## config.mk

```make
export PLATFORM = sky130hd
export DESIGN_NAME = if_prefetch_queue_flat
export DESIGN_NICKNAME = d
export VERILOG_FILES = /design/src/rtl/if_prefetch_queue_if.sv /design/src/rtl/if_prefetch_queue.sv /design/src/flat_wrapper.sv
export SDC_FILE = /design/constraint.sdc
export NUM_CORES = 1
export LEC_CHECK = 0
export ABC_AREA = 1
export BUFFER_PORTS_ARGS = -buffer_cell sky130_fd_sc_hd__buf_2
export CORE_ASPECT_RATIO = 1.25
export CORE_MARGIN = 2
export CORE_UTILIZATION = 50
export CTS_CLUSTER_SIZE = 30
export DETAILED_ROUTE_END_ITERATION = 10
export PLACE_DENSITY = 0.76
export SKIP_LAST_GASP = 1
export SYNTH_ARGS = -nofsm -noshare
export SYNTH_HDL_FRONTEND = slang
export SYNTH_SLANG_ARGS = --single-unit
```

## constraint.sdc

```tcl
create_clock -name Clk -period 16.45 [get_ports Clk]
set_input_delay 4.1125 -clock Clk [delete_from_list [all_inputs] [get_ports Clk]]
set_output_delay 4.1125 -clock Clk [all_outputs]
set_load 0.03 [all_outputs]
```

## src/rtl/if_prefetch_queue_if.sv

```systemverilog
// Fetch-stage bus bundle: IMEM request/response channel, redirect inputs
// and the IF->ID presentation handshake. The master side is the fetch stage.
interface if_prefetch_queue_if #(
    parameter int unsigned XLEN = 32
);
    logic            IMEM_req;
    logic [XLEN-1:0] IMEM_addr;
    logic            IMEM_gnt;
    logic            IMEM_rvalid;
    logic [XLEN-1:0] IMEM_rdata;
    logic            EX_PC_Branch;
    logic [XLEN-1:0] EX_PC_Branch_dest;
    logic            ID_Jump;
    logic [XLEN-1:0] ID_PC_dest;
    logic            IF_Stall;
    logic            IF_valid;
    logic [XLEN-1:0] IF_PC;
    logic [XLEN-1:0] IF_Instruction;

    modport master (
        output IMEM_req, IMEM_addr, IF_valid, IF_PC, IF_Instruction,
        input  IMEM_gnt, IMEM_rvalid, IMEM_rdata,
        input  EX_PC_Branch, EX_PC_Branch_dest, ID_Jump, ID_PC_dest, IF_Stall
    );

    modport slave (
        input  IMEM_req, IMEM_addr, IF_valid, IF_PC, IF_Instruction,
        output IMEM_gnt, IMEM_rvalid, IMEM_rdata,
        output EX_PC_Branch, EX_PC_Branch_dest, ID_Jump, ID_PC_dest, IF_Stall
    );
endinterface

```

## src/rtl/if_prefetch_queue.sv

```systemverilog
// Instruction-fetch stage with a credit-limited prefetch FIFO between an
// in-order, variable-latency IMEM and the ID stage. Redirects flush the
// queue and mark every still-outstanding response for discard.
module if_prefetch_queue #(
    parameter int unsigned     XLEN       = 32,
    parameter int unsigned     FIFO_DEPTH = 4,
    parameter logic [XLEN-1:0] RESET_PC   = '0,
    parameter logic [XLEN-1:0] NOP_INSTR  = 32'h0000_0013
) (
    input  logic                Clk,
    input  logic                Reset,
    if_prefetch_queue_if.master bus
);
    localparam int unsigned CW = $clog2(FIFO_DEPTH + 1);
    localparam int unsigned PW = $clog2(FIFO_DEPTH);

    // Architectural state
    logic [XLEN-1:0] fetch_pc_q, fetch_pc_d;
    logic [CW-1:0]   outstanding_q, outstanding_d;
    logic [CW-1:0]   discard_q, discard_d;
    logic [CW-1:0]   count_q, count_d;
    logic [PW-1:0]   rd_ptr_q, rd_ptr_d;
    logic [PW-1:0]   wr_ptr_q, wr_ptr_d;
    logic [PW-1:0]   tag_rd_q, tag_rd_d;
    logic [PW-1:0]   tag_wr_q, tag_wr_d;

    // Prefetch storage and issued-PC tag queue (no reset needed: guarded by counts)
    logic [XLEN-1:0] instr_mem [FIFO_DEPTH];
    logic [XLEN-1:0] pc_mem    [FIFO_DEPTH];
    logic [XLEN-1:0] tag_mem   [FIFO_DEPTH];

    // Per-cycle control
    logic            redirect;
    logic [XLEN-1:0] redirect_pc;
    logic            credit_ok;
    logic            req;
    logic            issue;
    logic            rsp;
    logic            drop;
    logic            push;
    logic            pop;

    // Decode redirect, credit and handshake events for this cycle
    always_comb begin
        redirect         = bus.EX_PC_Branch | bus.ID_Jump;
        // EX branch is older than the ID jump, so it takes priority
        redirect_pc      = bus.EX_PC_Branch ? bus.EX_PC_Branch_dest : bus.ID_PC_dest;
        redirect_pc[1:0] = 2'b00;
        // Each slot is reserved at issue time so the FIFO can never overflow
        credit_ok = ({1'b0, outstanding_q} + {1'b0, count_q}) < (CW+1)'(FIFO_DEPTH);
        req       = !Reset && !redirect && credit_ok;
        issue     = req && bus.IMEM_gnt;
        // A response with nothing outstanding predates a reset and is ignored
        rsp       = bus.IMEM_rvalid && (outstanding_q != '0);
        drop      = rsp && (discard_q != '0);
        push      = rsp && !drop && !redirect;
        pop       = (count_q != '0) && !bus.IF_Stall && !redirect;
    end

    // Next-state for PC, counters and queue pointers
    always_comb begin
        fetch_pc_d    = fetch_pc_q;
        outstanding_d = outstanding_q + CW'(issue) - CW'(rsp);
        tag_wr_d      = tag_wr_q + PW'(issue);
        tag_rd_d      = tag_rd_q + PW'(rsp);
        discard_d     = discard_q;
        count_d       = count_q;
        rd_ptr_d      = rd_ptr_q;
        wr_ptr_d      = wr_ptr_q;
        if (redirect) begin
            fetch_pc_d = redirect_pc;
            // Everything still in flight after this cycle belongs to the old path
            discard_d  = outstanding_q - CW'(rsp);
            count_d    = '0;
            rd_ptr_d   = '0;
            wr_ptr_d   = '0;
        end else begin
            if (issue) begin
                fetch_pc_d = fetch_pc_q + XLEN'(4);
            end
            discard_d = discard_q - CW'(drop);
            count_d   = count_q + CW'(push) - CW'(pop);
            wr_ptr_d  = wr_ptr_q + PW'(push);
            rd_ptr_d  = rd_ptr_q + PW'(pop);
        end
    end

    // State registers with synchronous reset
    always_ff @(posedge Clk) begin
        if (Reset) begin
            fetch_pc_q    <= RESET_PC;
            outstanding_q <= '0;
            discard_q     <= '0;
            count_q       <= '0;
            rd_ptr_q      <= '0;
            wr_ptr_q      <= '0;
            tag_rd_q      <= '0;
            tag_wr_q      <= '0;
        end else begin
            fetch_pc_q    <= fetch_pc_d;
            outstanding_q <= outstanding_d;
            discard_q     <= discard_d;
            count_q       <= count_d;
            rd_ptr_q      <= rd_ptr_d;
            wr_ptr_q      <= wr_ptr_d;
            tag_rd_q      <= tag_rd_d;
            tag_wr_q      <= tag_wr_d;
        end
    end

    // Record issued PCs and capture accepted responses with their PC tag
    always_ff @(posedge Clk) begin
        if (issue) begin
            tag_mem[tag_wr_q] <= fetch_pc_q;
        end
        if (push) begin
            instr_mem[wr_ptr_q] <= bus.IMEM_rdata;
            pc_mem[wr_ptr_q]    <= tag_mem[tag_rd_q];
        end
    end

    assign bus.IMEM_req       = req;
    assign bus.IMEM_addr      = fetch_pc_q;
    assign bus.IF_valid       = (count_q != '0);
    assign bus.IF_PC          = (count_q != '0) ? pc_mem[rd_ptr_q] : '0;
    assign bus.IF_Instruction = (count_q != '0) ? instr_mem[rd_ptr_q] : NOP_INSTR;
endmodule

```

## src/flat_wrapper.sv

```systemverilog
// flat-port wrapper written by rule: the top's interface ports become plain ports
module if_prefetch_queue_flat 
#(
    parameter int unsigned     XLEN       = 32,
    parameter int unsigned     FIFO_DEPTH = 4,
    parameter logic [XLEN-1:0] RESET_PC   = '0,
    parameter logic [XLEN-1:0] NOP_INSTR  = 32'h0000_0013
)
  (Clk, Reset, bus_IMEM_req, bus_IMEM_addr, bus_IF_valid, bus_IF_PC, bus_IF_Instruction, bus_IMEM_gnt, bus_IMEM_rvalid, bus_IMEM_rdata, bus_EX_PC_Branch, bus_EX_PC_Branch_dest, bus_ID_Jump, bus_ID_PC_dest, bus_IF_Stall);
  if_prefetch_queue_if #(.XLEN(XLEN)) bus_i ();
  input  logic Clk;
  input  logic Reset;
  output wire logic [$bits(bus_i.IMEM_req)-1:0] bus_IMEM_req;
  output wire logic [$bits(bus_i.IMEM_addr)-1:0] bus_IMEM_addr;
  output wire logic [$bits(bus_i.IF_valid)-1:0] bus_IF_valid;
  output wire logic [$bits(bus_i.IF_PC)-1:0] bus_IF_PC;
  output wire logic [$bits(bus_i.IF_Instruction)-1:0] bus_IF_Instruction;
  input wire logic [$bits(bus_i.IMEM_gnt)-1:0] bus_IMEM_gnt;
  input wire logic [$bits(bus_i.IMEM_rvalid)-1:0] bus_IMEM_rvalid;
  input wire logic [$bits(bus_i.IMEM_rdata)-1:0] bus_IMEM_rdata;
  input wire logic [$bits(bus_i.EX_PC_Branch)-1:0] bus_EX_PC_Branch;
  input wire logic [$bits(bus_i.EX_PC_Branch_dest)-1:0] bus_EX_PC_Branch_dest;
  input wire logic [$bits(bus_i.ID_Jump)-1:0] bus_ID_Jump;
  input wire logic [$bits(bus_i.ID_PC_dest)-1:0] bus_ID_PC_dest;
  input wire logic [$bits(bus_i.IF_Stall)-1:0] bus_IF_Stall;
  assign bus_IMEM_req = bus_i.IMEM_req;
  assign bus_IMEM_addr = bus_i.IMEM_addr;
  assign bus_IF_valid = bus_i.IF_valid;
  assign bus_IF_PC = bus_i.IF_PC;
  assign bus_IF_Instruction = bus_i.IF_Instruction;
  assign bus_i.IMEM_gnt = bus_IMEM_gnt;
  assign bus_i.IMEM_rvalid = bus_IMEM_rvalid;
  assign bus_i.IMEM_rdata = bus_IMEM_rdata;
  assign bus_i.EX_PC_Branch = bus_EX_PC_Branch;
  assign bus_i.EX_PC_Branch_dest = bus_EX_PC_Branch_dest;
  assign bus_i.ID_Jump = bus_ID_Jump;
  assign bus_i.ID_PC_dest = bus_ID_PC_dest;
  assign bus_i.IF_Stall = bus_IF_Stall;
  if_prefetch_queue #(.XLEN(XLEN), .FIFO_DEPTH(FIFO_DEPTH), .RESET_PC(RESET_PC), .NOP_INSTR(NOP_INSTR)) u_core (.Clk(Clk), .Reset(Reset), .bus(bus_i));
endmodule
```

==> metrics.md <==
| Metric | Value |
|---|---|
| Outcome | `completed` |
| Register bit count reported by yosys | `between 400 and 500` |
| Post-synthesis mux area share | `0%` |
| Mean cell area of the mapped netlist | `between 10 and 15 µm²` |
| Worst-case clock skew | `0.0181 ns` |
| Standby leakage power | `7.21 nW` |
| CTS clk-pin slew, worst paths | `0.06 ns` |
| Number of iterations in the first detailed-routing pass | `5` |
| Die boundary height | `212 µm` |
| Largest fanout of any net on the critical path | `32` |
| Number of setup violations in the final report | `0` |
| Count of input and output buffers | `192` |
| Most used routing layer | `met2` |
| Floorplan die area | `36100 µm²` |
| Final Cycle Share | `60.6%` |
| Row count | `76` |
| Met1 track demand over resource in global routing | `24.6%` |
| Post-synthesis compound-gate area fraction | `a little under an eighth` |
| Grt met2 use | `37.4%` |
| Transition time of the tightest slew-check pin | `0.991 ns` |
| GP Congestion | `0.817` |
| Final Hold Vio Count | `0` |
| Average detailed-routed wire length per instance | `17.1 µm` |
| Total chip power | `~0.0024 W` |
| Maximum number of pins on one net before global-route repair | `86` |
| Path class of the lowest-slack min-delay path | `reg -> reg` |
| Share of final-layout standard cells stronger than drive strength 1 | `16.3%` |
| Main combinational cell family by area after synthesis | `simple AND/OR/NAND/NOR gates` |
| Post-Synth XOR/XNOR Area | `0.456%` |
| Core region area | `34200 µm²` |
| TritonCTS Buffers | `40` |
| Endpoint required time on the critical path | `12.34 ns` |
| Total vias in the final route | `11912` |
| Simple logic cell fraction of the synthesized area | `13.7%` |
| Final critical path time including I/O delays and setup | `9.97 ns` |
| Global routing met3 resource utilization | `3.72%` |
| Number of synthesized flops with an enable pin | `368` |
| Highest ir drop seen on vdd | `approximately 0.00008 V` |
| Distinct cell type count after synthesis | `35` |
| Total number of H-tree levels | `2` |
| Maximum clock insertion buffer count | `3` |
| Area added between synthesis and finish | `14.7%` |
| Critical path data arrival time | `~5.9 ns` |
| Initial antenna violation count | `0` |
| Setup crit start kind | `input port` |
| Share of synthesized area occupied by flip-flops and latches | `69.3%` |
| Max capacitance violation total | `0` |
| Synth warnings | `0` |
| Post-Route Utilization | `57.9%` |
| Sum of net half-perimeters after detailed placement | `roughly 22000 µm` |
| Die span in x | `roughly 170 µm` |
| Number of DRC violations after detailed routing | `0` |
| Total negative slack for setup checks | `0 ns` |
| Endpoint class of the critical path | `output pin` |
| Area share of fa/ha/maj cells after synthesis | `approximately 1.3%` |
| Count of buffers added by post-CTS timing repair for setup | `0` |
| RSZ-0062 raised after global routing | `no` |
| Starting density of the core | `50.5%` |
| Fraction of registers with async set or reset after synthesis | `0%` |
| Later-pin clock latency in the skew report | `0.54 ns` |
| Worst max-slew margin expressed relative to the limit | `33.9%` |
| Routed WL | `roughly 38000 µm` |
| Post-cts resize count | `0` |
| Power per cell area | `122 nW/µm²` |
| Nets | `~1900` |
| Io pins | `201` |
| Cell area after synthesis | `~17000 µm²` |
| Count of antenna diodes in the layout | `0` |
| Cell at the root of the clock tree | `sky130_fd_sc_hd__clkbuf_16` |
| Initial DRC count | `856` |
| Number of max-slew violations in the final report | `0` |
| Hold bufs inserted after CTS | `0` |
| Remaining antenna violation count | `0` |
| Wire length of the first global-routing pass | `58100 µm` |
| Maximum clock frequency | `100 MHz` |
| Post-Syn Instances | `roughly 1600` |
| Total congestion overflow | `0` |
| Detailed-route vias per instance | `roughly 5.4` |
| Clock tree from TritonCTS | `done` |
| Dominant synthesized flop cell | `sky130_fd_sc_hd__edfxtp_1` |
| Vias in the first global route | `11324` |
| Global-route usage over all layers | `20.6%` |
| Crit Path Category | `in -> out` |
| Num Clock Sinks | `415` |
==> synthesized netlist by cell type, types with 5 or more instances <==
| cell type | count | area [µm²] |
|---|---|---|
| sky130_fd_sc_hd__nor3_1 | 12 | 60.1 |
| sky130_fd_sc_hd__edfxtp_1 | 368 | 11100 |
| sky130_fd_sc_hd__o22ai_1 | 35 | 219 |
| sky130_fd_sc_hd__buf_2 | 16 | 80.1 |
| sky130_fd_sc_hd__nand3_1 | 32 | 160 |
| sky130_fd_sc_hd__ha_1 | 15 | 188 |
| sky130_fd_sc_hd__a21oi_1 | 105 | 526 |
| sky130_fd_sc_hd__buf_4 | 7 | 52.6 |
| sky130_fd_sc_hd__o21ai_0 | 228 | 1140 |
| sky130_fd_sc_hd__clkbuf_1 | 64 | 240 |
| sky130_fd_sc_hd__xnor2_1 | 7 | 61.3 |
| sky130_fd_sc_hd__o21ai_1 | 8 | 40.0 |
| sky130_fd_sc_hd__nor2_2 | 5 | 31.3 |
| sky130_fd_sc_hd__dfxtp_1 | 47 | 941 |
| sky130_fd_sc_hd__inv_1 | 55 | 206 |
| sky130_fd_sc_hd__nor2_1 | 455 | 1710 |
| sky130_fd_sc_hd__nand2_1 | 86 | 323 |
==> per-stage QoR <==
stage          worst slack (ns)  hold WS, ns  cell area (µm²)  instances
2_1_floorplan              6.78        0.493            17300       1581
3_3_place_gp               6.50        0.530            18600       2126
3_5_place_dp               6.48        0.539            18600       2126
4_1_cts                    6.48        0.556            19800       2197
5_1_grt                    6.32        0.597            19800       2197
6_report                   6.48        0.551            19800       2197
==> final timing paths <==
kind                      from                 to  slack [ns]  cells past startpoint
min          u_core.count_q[1]  u_core.count_q[2]        0.55                      2
max reg2reg  u_core.count_q[1]  u_core.count_q[2]       13.62                     11
max           bus_EX_PC_Branch       bus_IMEM_req        6.48                      8
min reg2reg  u_core.count_q[1]  u_core.count_q[2]        0.55                      2
==> report_power, final <==
part           switching (W)  leakage (nW)  total [W]  internal [W]
sequential         0.0000285          3.72    0.00125       0.00122
combinational       0.000195          2.87   0.000275     0.0000803
clock               0.000369         0.618   0.000889      0.000520
total               0.000593          7.21    0.00242       0.00182
==> registers in the layout (all words and copies together) (netlist names) <==
name                  count
u_core.bus.IMEM_addr     30
u_core.wr_ptr_q           2
u_core.outstanding_q      3
u_core.pc_mem           120
u_core.discard_q          3
u_core.instr_mem        128
u_core.rd_ptr_q           2
u_core.tag_rd_q           2
u_core.tag_mem          120
u_core.tag_wr_q           2
u_core.count_q            3
==> cells by family (layout without fill, tap and decap cells) <==
logic type | Yosys count | count (layout)
xor+xnor | 9 | 9
fa+ha+maj | 17 | 17
flops | 415 | 415
other cells | 1 | 4
simple gates | 600 | 600
compound gates | 385 | 385
buf+inv | 151 | 338
==> critical path: stages <==
cell and delay [ns]:
sky130_fd_sc_hd__buf_2 0.27, sky130_fd_sc_hd__nor2_4 0.15, sky130_fd_sc_hd__buf_4 0.33, sky130_fd_sc_hd__inv_2 0.25, sky130_fd_sc_hd__nor2_4 0.15, sky130_fd_sc_hd__inv_1 0.17
sky130_fd_sc_hd__nor3_1 0.16, sky130_fd_sc_hd__buf_2 0.22
==> metal layers <==
metal | vias to the layer above | share of wire [%]
met1 | 5699 | 41
met2 | 332 | 51
met5 | - | 0
met3 | 56 | 5.5
li1 | 5825 | -
met4 | 0 | 2.3
==> cell usage in the layout, fill, tap and decap left out, types with 4 or more instances in the layout <==
| cell | Yosys | routed |
|---|---|---|
| sky130_fd_sc_hd__a21oi_1 | 105 | 105 |
| sky130_fd_sc_hd__buf_2 | 16 | 192 |
| sky130_fd_sc_hd__buf_4 | 7 | 16 |
| sky130_fd_sc_hd__bufinv_16 | 0 | 4 |
| sky130_fd_sc_hd__clkbuf_1 | 64 | 9 |
| sky130_fd_sc_hd__clkbuf_16 | 0 | 41 |
| sky130_fd_sc_hd__clkinv_1 | 0 | 8 |
| sky130_fd_sc_hd__clkinv_2 | 0 | 5 |
| sky130_fd_sc_hd__conb_1 | 1 | 4 |
| sky130_fd_sc_hd__dfxtp_1 | 47 | 45 |
| sky130_fd_sc_hd__edfxtp_1 | 368 | 368 |
| sky130_fd_sc_hd__ha_1 | 15 | 15 |
| sky130_fd_sc_hd__inv_1 | 55 | 54 |
| sky130_fd_sc_hd__inv_2 | 4 | 5 |
| sky130_fd_sc_hd__nand2_1 | 86 | 86 |
| sky130_fd_sc_hd__nand3_1 | 32 | 32 |
| sky130_fd_sc_hd__nor2_1 | 455 | 455 |
| sky130_fd_sc_hd__nor2_2 | 5 | 5 |
| sky130_fd_sc_hd__nor3_2 | 0 | 9 |
| sky130_fd_sc_hd__o21ai_0 | 228 | 228 |
| sky130_fd_sc_hd__o21ai_1 | 8 | 8 |
| sky130_fd_sc_hd__o21bai_1 | 4 | 4 |
| sky130_fd_sc_hd__o22ai_1 | 35 | 35 |
| sky130_fd_sc_hd__xnor2_1 | 7 | 7 |
==> cell type report <==
class | count | area [µm²]
Multi-Input combinational cell | 1015 | 4730
Clock buffer | 50 | 1060
Tap cell | 429 | 537
Fill cell | 2826 | 14400
Timing Repair Buffer | 208 | 1080
Inverter | 59 | 221
Clock inverter | 21 | 209
Sequential cell | 415 | 12000
Note: power is estimated with default switching activity, not from simulation.
